<file path="src/rtl/uart_pkg.sv">
// Shared types and constants for the UART core.
// Parity modes, serializer/deserializer state encodings, default divider.
package uart_pkg;

    typedef enum logic [1:0] {
        PAR_NONE,
        PAR_EVEN,
        PAR_ODD
    } parity_t;

    typedef enum logic [2:0] {
        TX_IDLE,
        TX_START,
        TX_DATA,
        TX_PARITY,
        TX_STOP
    } tx_state_t;

    typedef enum logic [2:0] {
        RX_IDLE,
        RX_START,
        RX_DATA,
        RX_PARITY,
        RX_STOP
    } rx_state_t;

    // 21.477 MHz / 115200 baud
    localparam int CLK_DIV_DEFAULT = 186;

    function automatic logic [7:0] data_mask(input int bits);
        return 8'((1 << bits) - 1);
    endfunction

endpackage

</file>
<file path="src/rtl/uart_fifo.sv">
// Synchronous FWFT FIFO; pointers carry one extra wrap bit for full/empty.
// A push on a full FIFO succeeds only when a pop happens in the same cycle.
module uart_fifo #(
    parameter int WIDTH = 8,
    parameter int DEPTH = 16
) (
    input  logic             clk,
    input  logic             rst_n,
    input  logic             push,
    input  logic [WIDTH-1:0] push_data,
    input  logic             pop,
    output logic [WIDTH-1:0] head,
    output logic             full,
    output logic             empty
);

    localparam int AW = $clog2(DEPTH);

    logic [WIDTH-1:0] mem [DEPTH];
    logic [AW:0]      wr_ptr;
    logic [AW:0]      rd_ptr;
    logic             do_push;
    logic             do_pop;

    assign empty   = (wr_ptr == rd_ptr);
    assign full    = (wr_ptr[AW] != rd_ptr[AW]) &&
                     (wr_ptr[AW-1:0] == rd_ptr[AW-1:0]);
    assign do_pop  = pop && !empty;
    assign do_push = push && (!full || do_pop);
    assign head    = mem[rd_ptr[AW-1:0]];

    always_ff @(posedge clk or negedge rst_n) begin
        if (!rst_n) begin
            wr_ptr <= '0;
            rd_ptr <= '0;
        end else begin
            if (do_push) wr_ptr <= wr_ptr + 1'b1;
            if (do_pop)  rd_ptr <= rd_ptr + 1'b1;
        end
    end

    always_ff @(posedge clk) begin
        if (do_push) mem[wr_ptr[AW-1:0]] <= push_data;
    end

endmodule

</file>
<file path="src/rtl/uart_core.sv">
// UART with TX/RX FIFOs, configurable data bits, parity and stop bits.
// RX samples mid-bit from a two-flop synchronized input.
module uart_core
    import uart_pkg::*;
#(
    parameter int      CLK_DIV    = CLK_DIV_DEFAULT,
    parameter int      DATA_BITS  = 8,
    parameter parity_t PARITY     = PAR_NONE,
    parameter int      STOP_BITS  = 1,
    parameter int      FIFO_DEPTH = 16
) (
    input  logic       clk,
    input  logic       rst_n,
    input  logic [7:0] tx_data,
    input  logic       tx_valid,
    output logic       tx_ready,
    output logic [7:0] rx_data,
    output logic       rx_perr,
    output logic       rx_ferr,
    output logic       rx_valid,
    input  logic       rx_ready,
    output logic       rx_overrun,
    input  logic       ovr_clr,
    output logic       tx_idle,
    input  logic       uart_rxd,
    output logic       uart_txd
);

    localparam int         CW        = 16;
    localparam logic [CW-1:0] DIV_LAST  = CW'(CLK_DIV - 1);
    localparam logic [CW-1:0] HALF_LAST = CW'(CLK_DIV / 2 - 1);
    localparam logic [7:0] MASK      = data_mask(DATA_BITS);
    localparam logic [2:0] LAST_BIT  = 3'(DATA_BITS - 1);
    localparam logic       LAST_STOP = 1'(STOP_BITS - 1);
    localparam logic       ODD       = (PARITY == PAR_ODD);
    localparam logic       HAS_PAR   = (PARITY != PAR_NONE);

    logic       tx_full;
    logic       tx_empty;
    logic [7:0] tx_head;
    logic       tx_push;
    logic       tx_pop;
    logic       rdy_q;

    tx_state_t     tx_state;
    logic [CW-1:0] tx_cnt;
    logic [2:0]    tx_bit;
    logic          tx_stop_idx;
    logic [7:0]    tx_shift;
    logic          tx_par;
    logic          txd_q;
    logic          tx_bit_done;
    logic          tx_last_stop;

    assign tx_ready = rdy_q && !tx_full;
    assign tx_push  = tx_valid && tx_ready;
    assign uart_txd = txd_q;
    assign tx_idle  = tx_empty && (tx_state == TX_IDLE);

    assign tx_bit_done  = (tx_cnt == DIV_LAST);
    assign tx_last_stop = (tx_state == TX_STOP) && tx_bit_done &&
                          (tx_stop_idx == LAST_STOP);
    assign tx_pop       = !tx_empty &&
                          ((tx_state == TX_IDLE) || tx_last_stop);

    uart_fifo #(
        .WIDTH (8),
        .DEPTH (FIFO_DEPTH)
    ) u_tx_fifo (
        .clk       (clk),
        .rst_n     (rst_n),
        .push      (tx_push),
        .push_data (tx_data & MASK),
        .pop       (tx_pop),
        .head      (tx_head),
        .full      (tx_full),
        .empty     (tx_empty)
    );

    always_ff @(posedge clk or negedge rst_n) begin
        if (!rst_n) begin
            rdy_q       <= 1'b0;
            tx_state    <= TX_IDLE;
            tx_cnt      <= '0;
            tx_bit      <= '0;
            tx_stop_idx <= 1'b0;
            tx_shift    <= '0;
            tx_par      <= 1'b0;
            txd_q       <= 1'b1;
        end else begin
            rdy_q <= 1'b1;
            if (tx_state == TX_IDLE || tx_bit_done) tx_cnt <= '0;
            else                                    tx_cnt <= tx_cnt + 1'b1;

            // Loading from IDLE or straight out of the last stop bit.
            if (tx_pop) begin
                tx_state <= TX_START;
                txd_q    <= 1'b0;
                tx_shift <= tx_head;
                tx_par   <= (^tx_head) ^ ODD;
                tx_cnt   <= '0;
            end else begin
                unique case (tx_state)
                    TX_IDLE: ;
                    TX_START: if (tx_bit_done) begin
                        tx_state <= TX_DATA;
                        txd_q    <= tx_shift[0];
                        tx_shift <= tx_shift >> 1;
                        tx_bit   <= '0;
                    end
                    TX_DATA: if (tx_bit_done) begin
                        if (tx_bit == LAST_BIT) begin
                            if (HAS_PAR) begin
                                tx_state <= TX_PARITY;
                                txd_q    <= tx_par;
                            end else begin
                                tx_state    <= TX_STOP;
                                txd_q       <= 1'b1;
                                tx_stop_idx <= 1'b0;
                            end
                        end else begin
                            txd_q    <= tx_shift[0];
                            tx_shift <= tx_shift >> 1;
                            tx_bit   <= tx_bit + 1'b1;
                        end
                    end
                    TX_PARITY: if (tx_bit_done) begin
                        tx_state    <= TX_STOP;
                        txd_q       <= 1'b1;
                        tx_stop_idx <= 1'b0;
                    end
                    TX_STOP: if (tx_bit_done) begin
                        if (tx_stop_idx == LAST_STOP) tx_state <= TX_IDLE;
                        else                          tx_stop_idx <= 1'b1;
                    end
                    default: begin
                        tx_state <= TX_IDLE;
                        txd_q    <= 1'b1;
                    end
                endcase
            end
        end
    end

    logic          rxd_s1;
    logic          rxd_s2;
    logic          rxd_prev;
    rx_state_t     rx_state;
    logic [CW-1:0] rx_cnt;
    logic [2:0]    rx_bit;
    logic [7:0]    rx_shift;
    logic          rx_perr_q;
    logic          rx_sample;
    logic          rx_push;
    logic          rx_pop;
    logic          rx_full;
    logic          rx_empty;
    logic [9:0]    rx_word;
    logic [9:0]    rx_head;
    logic          ovr_q;

    assign rx_sample = (rx_state == RX_START) ? (rx_cnt == HALF_LAST)
                                              : (rx_cnt == DIV_LAST);
    assign rx_push   = (rx_state == RX_STOP) && rx_sample;
    assign rx_word   = {~rxd_s2, rx_perr_q, rx_shift};
    assign rx_valid  = !rx_empty;
    assign rx_pop    = rx_ready && rx_valid;

    assign rx_data    = rx_valid ? rx_head[7:0] : 8'h00;
    assign rx_perr    = rx_valid && rx_head[8];
    assign rx_ferr    = rx_valid && rx_head[9];
    assign rx_overrun = ovr_q;

    uart_fifo #(
        .WIDTH (10),
        .DEPTH (FIFO_DEPTH)
    ) u_rx_fifo (
        .clk       (clk),
        .rst_n     (rst_n),
        .push      (rx_push),
        .push_data (rx_word),
        .pop       (rx_pop),
        .head      (rx_head),
        .full      (rx_full),
        .empty     (rx_empty)
    );

    always_ff @(posedge clk or negedge rst_n) begin
        if (!rst_n) begin
            rxd_s1    <= 1'b1;
            rxd_s2    <= 1'b1;
            rxd_prev  <= 1'b1;
            rx_state  <= RX_IDLE;
            rx_cnt    <= '0;
            rx_bit    <= '0;
            rx_shift  <= '0;
            rx_perr_q <= 1'b0;
        end else begin
            rxd_s1   <= uart_rxd;
            rxd_s2   <= rxd_s1;
            rxd_prev <= rxd_s2;
            if (rx_state == RX_IDLE || rx_sample) rx_cnt <= '0;
            else                                  rx_cnt <= rx_cnt + 1'b1;

            unique case (rx_state)
                RX_IDLE: if (rxd_prev && !rxd_s2) begin
                    rx_state  <= RX_START;
                    rx_shift  <= '0;
                    rx_perr_q <= 1'b0;
                end
                // A line back at 1 at mid-start is treated as a glitch.
                RX_START: if (rx_sample) begin
                    rx_state <= rxd_s2 ? RX_IDLE : RX_DATA;
                    rx_bit   <= '0;
                end
                RX_DATA: if (rx_sample) begin
                    rx_shift[rx_bit] <= rxd_s2;
                    if (rx_bit == LAST_BIT)
                        rx_state <= HAS_PAR ? RX_PARITY : RX_STOP;
                    else
                        rx_bit <= rx_bit + 1'b1;
                end
                RX_PARITY: if (rx_sample) begin
                    rx_perr_q <= (^rx_shift) ^ rxd_s2 ^ ODD;
                    rx_state  <= RX_STOP;
                end
                RX_STOP: if (rx_sample) rx_state <= RX_IDLE;
                default: rx_state <= RX_IDLE;
            endcase
        end
    end

    // Setting wins over a same-cycle clear.
    always_ff @(posedge clk or negedge rst_n) begin
        if (!rst_n)                               ovr_q <= 1'b0;
        else if (rx_push && rx_full && !rx_pop)   ovr_q <= 1'b1;
        else if (ovr_clr)                         ovr_q <= 1'b0;
    end

endmodule

</file>
<file path="config.mk">
export PLATFORM = sky130hd
export DESIGN_NAME = uart_core
export DESIGN_NICKNAME = d
export VERILOG_FILES = /design/src/rtl/uart_pkg.sv /design/src/rtl/uart_fifo.sv /design/src/rtl/uart_core.sv
export SDC_FILE = /design/constraint.sdc
export NUM_CORES = 1
export LEC_CHECK = 0
export ABC_AREA = 0
export CAP_MARGIN = 25
export CORE_ASPECT_RATIO = 1.25
export CORE_MARGIN = 1
export CORE_UTILIZATION = 46
export CTS_CLUSTER_SIZE = 25
export DETAILED_ROUTE_END_ITERATION = 6
export HOLD_SLACK_MARGIN = 0.06
export SETUP_SLACK_MARGIN = 0.15
export SYNTH_ARGS = -nofsm -noshare
export SYNTH_HDL_FRONTEND = slang
export SYNTH_SLANG_ARGS = --single-unit
</file>
<file path="constraint.sdc">
create_clock -name clk -period 2.65 [get_ports clk]
set_input_delay 0.6625 -clock clk [delete_from_list [all_inputs] [get_ports clk]]
set_output_delay 0.6625 -clock clk [all_outputs]
set_load 0.02 [all_outputs]
</file>
==> metrics.md, run 1 <==
| Metric | Value |
|---|---|
| Post-DP HPWL | `around 21000 um` |
| P_leak | `7.12 nW` |
| Mapped Area | `0.0157 sq mm` |
| Clk_skew | `29.8 ps` |
| Drt via density | `5.53` |
| ANT nets after route | `0` |
| Min Tclk post-route | `approximately 3200 ps` |
| Most area-consuming cells after synthesis | `edfxtp_1, dfrtp_1, mux4_2` |
| Post-place instance area | `0.0172 sq mm` |
| Launching point of the worst reg2reg path | `u_rx_fifo.rd_ptr[0]$_DFFE_PN0P_` |
| Grt ovf | `0` |
| Dominant synthesized flop cell | `edfxtp_1` |
| Mapped Avg Cell Area | `16.9 sq um` |
| Worst-path fanout max | `4` |
| Area Growth Syn to Fin | `21.0%` |
| Status | `complete, but fails checks` |
| Chip Width | `between 150 and 200 um` |
| Syn Inst Count | `931` |
| Placer Congestion | `0.752` |
| Synth Warn # | `0` |
| CP Cell Sequence | `buf_4, buf_16, mux4_2, mux4_2, and2_1, buf_2` |
| Slew HR | `0.528` |
| Antenna violations before repair | `0` |
| CP peak stage delay | `490 ps` |
| Fmax | `312 MHz` |
| CP Buf/Inv Count | `3` |
| R2R Path End | `u_rx_fifo.mem[2][8]$_DFFE_PP_` |
| Worst Setup SP | `u_rx_fifo.rd_ptr[0]$_DFFE_PN0P_` |
| Critical path type | `reg -> out` |
| First-pass GRT wire length | `51200 um` |
| Slowest stage cell, crit path | `mux4_2` |
| #FFs+latches synth | `375` |
| Core area | `0.0336 sq mm` |
| Crit path depth | `6` |
| CTS tree | `yes` |
| Max-Cap Viols | `0` |
| Final nets | `1098` |
| Crit-path most repeated cell | `mux4_2` |
| CP required | `1990 ps` |
| Die H | `209 um` |
| Initial core utilization | `0.467` |
| I/O Buffers | `28` |
| Post-synthesis cell type count | `64` |
| Worst-Margin Slew | `703 ps` |
| Number of synthesized flops with an enable pin | `288` |
| VDD IR max | `a little over 0.0006 V` |
| Site row count | `75` |
| Largest net degree at the start of global routing | `45` |
| Clock Path Buffers | `3` |
| Share of layout cells above drive strength 1 | `0.289` |
| Ant diodes | `0` |
| Clk root buf | `clkbuf_16` |
| RSZ-0062 raised after global routing | `true` |
| Clk sinks | `375` |
| Dpl ws | `-408 ps` |
| Final setup vio count | `11` |
| Routed wire length | `between 30000 and 40000 um` |
| Synth area leader | `edfxtp_1` |
| Syn Nets | `between 900 and 1000` |
| CP endpoint kind | `output pin` |
| Initial DRC Count | `577` |
| Arrival time worst endpoint | `2550 ps` |
| CTS H-tree depth | `2` |
| Startpoint Class | `register` |
| WL/cell | `21.7 um` |
| Total Neg Setup Slack | `-5340 ps` |
| Final period utilization | `1.21` |
| Pwr Density | `approximately 650 mW/mm^2` |
| Failing checks | `negative setup slack` |
| DR pass1 iterations | `4` |
| Total track usage | `0.196` |
| Worst setup margin | `-560 ps` |
| Vias in the first global route | `8859` |
| Die area | `0.0349 sq mm` |
| Residual DRC | `0` |
| Total CTS buffers | `38` |
| # hold bufs at CTS | `0` |
| Overall power | `12.4 mW` |
| Fin area | `0.0190 sq mm` |
| Final hold vios | `0` |
| Worst path top cell family by delay | `multiplexers` |
| Worst skew pair latency | `530 ps` |
| Fraction of synthesis flops using an asynchronous set or reset pin | `0.232` |
| R2r setup slk | `10 ps` |
| Reg2reg path depth | `12` |
| Worst Setup EP | `rx_data[3]` |
| Max-slew violations | `0` |
| Register area share after synthesis | `0.690` |
| IO Count | `29` |
| Worst hold path type | `in -> async` |
| Clock slew at reported path FFs | `around 60 ps` |
| Synth top area share | `0.551` |
| Vias | `8395` |
stage by stage:
step,cells,utilization,hold WS [ps]
5_1_grt,1518,0.565,190
2_1_floorplan,931,-,345
4_1_cts,1511,0.556,166
6_report,1518,0.565,151
3_5_place_dp,1428,0.512,349
3_3_place_gp,1428,0.512,349
Yosys cell counts, drive strengths merged (5+ instances only):
cell      n
edfxtp  288
dfrtp    83
mux4     82
nor2     65
nand2    57
xnor2    33
nand3    31
xor2     28
buf      25
clkbuf   22
nor3     18
ha       17
a21oi    15
inv      15
mux2i    14
and2     13
and3     13
a22oi    11
o21ai    11
nand4     9
nor4      9
nand2b    6
o31ai     6
or3       6
a221o     5
cells by family after synthesis:
kind of cell,count (synthesis),synth area share
AOI/OAI and AO/OA,66,0.0316
xor gates and xnor gates,61,0.0340
adders and majority gates,17,0.0135
buffers and inverters,62,0.0177
DFF,375,0.690
muxes,97,0.128
other,1,0.000239
and+or+nand+nor,252,0.0849
how the worst min path moves through the flow:
stage                                 endpoint  slack, ps  cells past startpoint
2_1_floorplan                 rxd_s2$_DFF_PN1_        350                      0
6_report                 rx_bit[0]$_DFFE_PN0P_        150                      1
3_3_place_gp                  rxd_s2$_DFF_PN1_        350                      0
4_1_cts        u_rx_fifo.wr_ptr[2]$_DFFE_PN0P_        170                      1
5_1_grt                  rx_bit[0]$_DFFE_PN0P_        190                      1
3_5_place_dp                  rxd_s2$_DFF_PN1_        350                      0
state kept, by name, indices dropped and copies added, names as in the netlist, 5 cells and up:
name              cells
rx_shift              8
u_tx_fifo.rd_ptr      5
u_rx_fifo.mem       160
rx_cnt               16
u_rx_fifo.rd_ptr      5
u_tx_fifo.wr_ptr      5
tx_shift              8
tx_cnt               16
u_tx_fifo.mem       128
u_rx_fifo.wr_ptr      5
what timing repair did:
action                     4_1_cts  5_1_grt
cloned                           4        3
setup endpoints to repair       13      175
resized for setup              110       42
buffers inserted                11        4
pin swaps                       11        9
cell usage in the layout (no fill, tap or decap), drive strengths merged, types with 3 or more instances in the layout:
cell type | synthesis | routed
nand3 | 31 | 31
and3 | 13 | 13
clkdlybuf4s50 | 0 | 14
nand2b | 6 | 6
nor3 | 18 | 18
a22oi | 11 | 11
buf | 25 | 126
edfxtp | 288 | 288
nand3b | 4 | 4
a21oi | 15 | 15
mux4 | 82 | 82
dfrtp | 83 | 83
and2 | 13 | 13
mux2i | 14 | 14
xor2 | 28 | 28
xnor2 | 33 | 33
clkbuf | 22 | 58
o31ai | 6 | 6
a221o | 5 | 5
dfstp | 4 | 4
o21ai | 11 | 11
inv | 15 | 15
nor3b | 4 | 4
and4 | 3 | 3
nor2 | 65 | 65
a31oi | 4 | 4
nand4 | 9 | 9
clkinv | 0 | 11
nand2 | 57 | 57
nor4 | 9 | 9
ha | 17 | 17
or3 | 6 | 6
where the power goes:
group	switching [mW]	leakage, nW	internal [mW]	total [mW]
Combinational	0.408	2.44	0.286	0.694
Clock	2.16	0.569	2.94	5.10
Sequential	0.128	4.11	6.48	6.61
area by class of cell:
class                   instances  area [sq um]
multi-input cells             494          4820
clock buffers                  55          1040
flip-flops and latches        375         10800
well taps                     423           529
inverters                      15          56.3
clock inverters                13           124
repair buffers                143          1580
fillers                      2623         14600
worst register-to-register path, cell delays in order (launching register included):
cell	delay, ps
dfrtp_2	450
buf_6	160
buf_4	130
buf_6	120
xor2_2	130
nor4_2	60
buf_4	150
a2111oi_4	360
buf_6	170
buf_12	130
nand2_8	70
nor3_4	220
buf_6	180
routing by layer:
metal  GRT usage  vias up  wire length [um]
met5           0        -                 0
met4      0.0557        0               677
met3      0.0287       50              1430
met2       0.361      160             17800
met1       0.236     4292             13000
li1            -     3893                 -
Power figures use the tool's default switching activity.
==> inputs of run 2 (changes only) <==
--- a/config.mk
+++ b/config.mk
@@ -10,7 +10,6 @@
 export CORE_ASPECT_RATIO = 1.25
 export CORE_MARGIN = 1
 export CORE_UTILIZATION = 46
-export CTS_CLUSTER_SIZE = 25
 export DETAILED_ROUTE_END_ITERATION = 6
 export HOLD_SLACK_MARGIN = 0.06
 export SETUP_SLACK_MARGIN = 0.15
==> results of run 2 <==
Same layout as run 1: the final DEF is identical, and so are final timing and power.
==> inputs of run 3 (changes only) <==
--- a/config.mk
+++ b/config.mk
@@ -12,6 +12,7 @@
 export CORE_UTILIZATION = 46
 export DETAILED_ROUTE_END_ITERATION = 6
 export HOLD_SLACK_MARGIN = 0.06
+export REMOVE_ABC_BUFFERS = 1
 export SETUP_SLACK_MARGIN = 0.15
 export SYNTH_ARGS = -nofsm -noshare
 export SYNTH_HDL_FRONTEND = slang
==> metrics.md, run 3 (synthesis gave the netlist of run 1 again) <==
| Metric | Value |
|---|---|
| Site row count | `75` |
| Final period utilization | `1.21` |
| Ant diodes | `0` |
| Reg2reg path depth | `13` |
| R2R Path End | `u_rx_fifo.mem[2][4]$_DFFE_PP_` |
| IO Count | `29` |
| First-pass GRT wire length | `50600 um` |
| CP peak stage delay | `480 ps` |
| Filler Cells Inserted | `roughly 2600` |
| Overall power | `about 13 mW` |
| R2r setup slk | `-60 ps` |
| Multi-input logic area | `0.00486 sq mm` |
| Residual DRC | `0` |
| Critical path type | `reg -> out` |
| Min Tclk post-route | `3210 ps` |
| Worst path top cell family by delay | `multiplexers` |
| Worst-Margin Slew | `667 ps` |
| Pwr Density | `660 mW/mm^2` |
| Most frequent cells in the layout | `edfxtp_1, mux4_2, dfrtp_1` |
| VDD IR max | `0.000578 V` |
| Max-Cap Viols | `0` |
| Die H | `209 um` |
| Clk sinks | `375` |
| Fmax | `311 MHz` |
| Final nets | `between 1000 and 1500` |
| Largest net degree at the start of global routing | `47` |
| CP Buf/Inv Count | `4` |
| Die area | `around 0.035 sq mm` |
| Initial DRC Count | `467` |
| Drt via density | `about 5.5` |
| Final hold vios | `0` |
| Launching point of the worst reg2reg path | `u_rx_fifo.rd_ptr[0]$_DFFE_PN0P_` |
| Slowest stage cell, crit path | `mux4_2` |
| Max reg flops | `160` |
| Routed wire length | `32800 um` |
| Vias in the first global route | `8762` |
| Status | `complete, but fails checks` |
| Worst skew pair latency | `540 ps` |
| Most common library cell in the layout ignoring fill and taps | `edfxtp_1` |
| P_leak | `7.17 nW` |
| Clock Path Buffers | `3` |
| Chip Width | `167 um` |
| Post-DP HPWL | `20800 um` |
| Placer Congestion | `0.766` |
| Clock slew at reported path FFs | `60 ps` |
| Antenna violations before repair | `0` |
| Arrival time worst endpoint | `2550 ps` |
| Share of layout cells above drive strength 1 | `0.304` |
| CP required | `1990 ps` |
| Initial core utilization | `0.467` |
| Max-slew violations | `0` |
| RSZ-0062 raised after global routing | `true` |
| Vias | `8381` |
| Reg area | `about 0.011 sq mm` |
| Worst hold path type | `reg -> reg` |
| Worst-path fanout max | `5` |
| Hold Path Sink | `rxd_s2$_DFF_PN1_` |
| Failing checks | `negative setup slack` |
| Core area | `0.0336 sq mm` |
| Hold depth | `0` |
| Clk root buf | `clkbuf_16` |
| DR pass1 iterations | `4` |
| Clk_skew | `27.6 ps` |
| Crit-path most repeated cell | `mux4_2` |
| WL/cell | `21.6 um` |
| Grt ovf | `0` |
| Area Growth Syn to Fin | `21.7%` |
| CP Cell Sequence | `buf_8, buf_12, buf_16, mux4_2, mux4_2, and2_4, buf_6` |
| CTS tree | `yes` |
| Worst setup margin | `-561 ps` |
| Hold Slack | `359 ps` |
| Total CTS buffers | `38` |
| Final setup vio count | `21` |
| I/O Buffers | `28` |
| Slew HR | `0.555` |
| Total track usage | `0.192` |
| Startpoint Class | `register` |
| CP endpoint kind | `output pin` |
| Hold wc startpoint | `rxd_s1$_DFF_PN1_` |
| ANT nets after route | `0` |
| CTS H-tree depth | `2` |
run 3: cell type report:
| type | count | share of cell area |
|---|---|---|
| flip-flops and latches | 375 | 0.567 |
| multi-input cells | 494 | 0.254 |
| repair buffers | 145 | 0.0830 |
| clock buffers | 49 | 0.0552 |
| well taps | 423 | 0.0277 |
| clock inverters | 20 | 0.00963 |
| inverters | 15 | 0.00295 |
run 3: report_power, final:
| part | internal (mW) | total (mW) | leakage (nW) | switching [mW] |
|---|---|---|---|---|
| Combinational | 0.290 | 0.703 | 2.45 | 0.414 |
| Sequential | 6.48 | 6.62 | 4.11 | 0.138 |
| Clock | 3.11 | 5.28 | 0.612 | 2.17 |
run 3: worst max path at each step:
stage / from / endpoint / depth (start not counted)
after floorplan: u_rx_fifo.rd_ptr[0]$_DFFE_PN0P_ / u_rx_fifo.mem[3][0]$_DFFE_PP_ / 5
after global placement: u_rx_fifo.rd_ptr[0]$_DFFE_PN0P_ / rx_ferr / 5
after detailed placement: u_rx_fifo.rd_ptr[0]$_DFFE_PN0P_ / rx_ferr / 5
after CTS: u_rx_fifo.rd_ptr[0]$_DFFE_PN0P_ / rx_data[6] / 7
after global routing: u_rx_fifo.rd_ptr[0]$_DFFE_PN0P_ / rx_data[4] / 7
final: u_rx_fifo.rd_ptr[0]$_DFFE_PN0P_ / rx_data[0] / 7
run 3: timing repair:
item                       CTS  global route
gates resized for setup    154            48
cloned                       6             2
buffers inserted            16             4
pin swaps                   13            16
hold endpoints to repair    26             0
hold buffers                 1             0
setup endpoints to repair   92           186
run 3: worst register-to-register path, delay by kind of cell (launching register included):
kind,cells,cell delay [ps]
buffers and inverters,8,1170
flip-flops,1,450
AND/OR/NAND/NOR,3,370
AO/OA/AOI/OAI,1,270
XOR/XNOR,1,150
run 3: through the flow:
| step | std cells | cell area (sq um) | TNS, ps | utilization | setup slack [ps] |
|---|---|---|---|---|---|
| final | 1521 | 19100 | -5890 | 0.569 | -561 |
| after global routing | 1521 | 19100 | -12190 | 0.569 | -657 |
| after CTS | 1515 | 18800 | -5720 | 0.560 | -603 |
| after detailed placement | 1423 | 17100 | -12070 | 0.509 | -442 |
| after global placement | 1423 | 17100 | -10520 | 0.509 | -424 |
| after floorplan | 884 | 15500 | -227660 | - | -1250 |
run 3: layer usage:
layer / global-route usage / up-vias / wire, um
li1: - / 3887 / -
met1: 0.233 / 4332 / 13300
met2: 0.356 / 116 / 17900
met3: 0.0283 / 46 / 959
met4: 0.0535 / 0 / 642
met5: 0 / - / 0
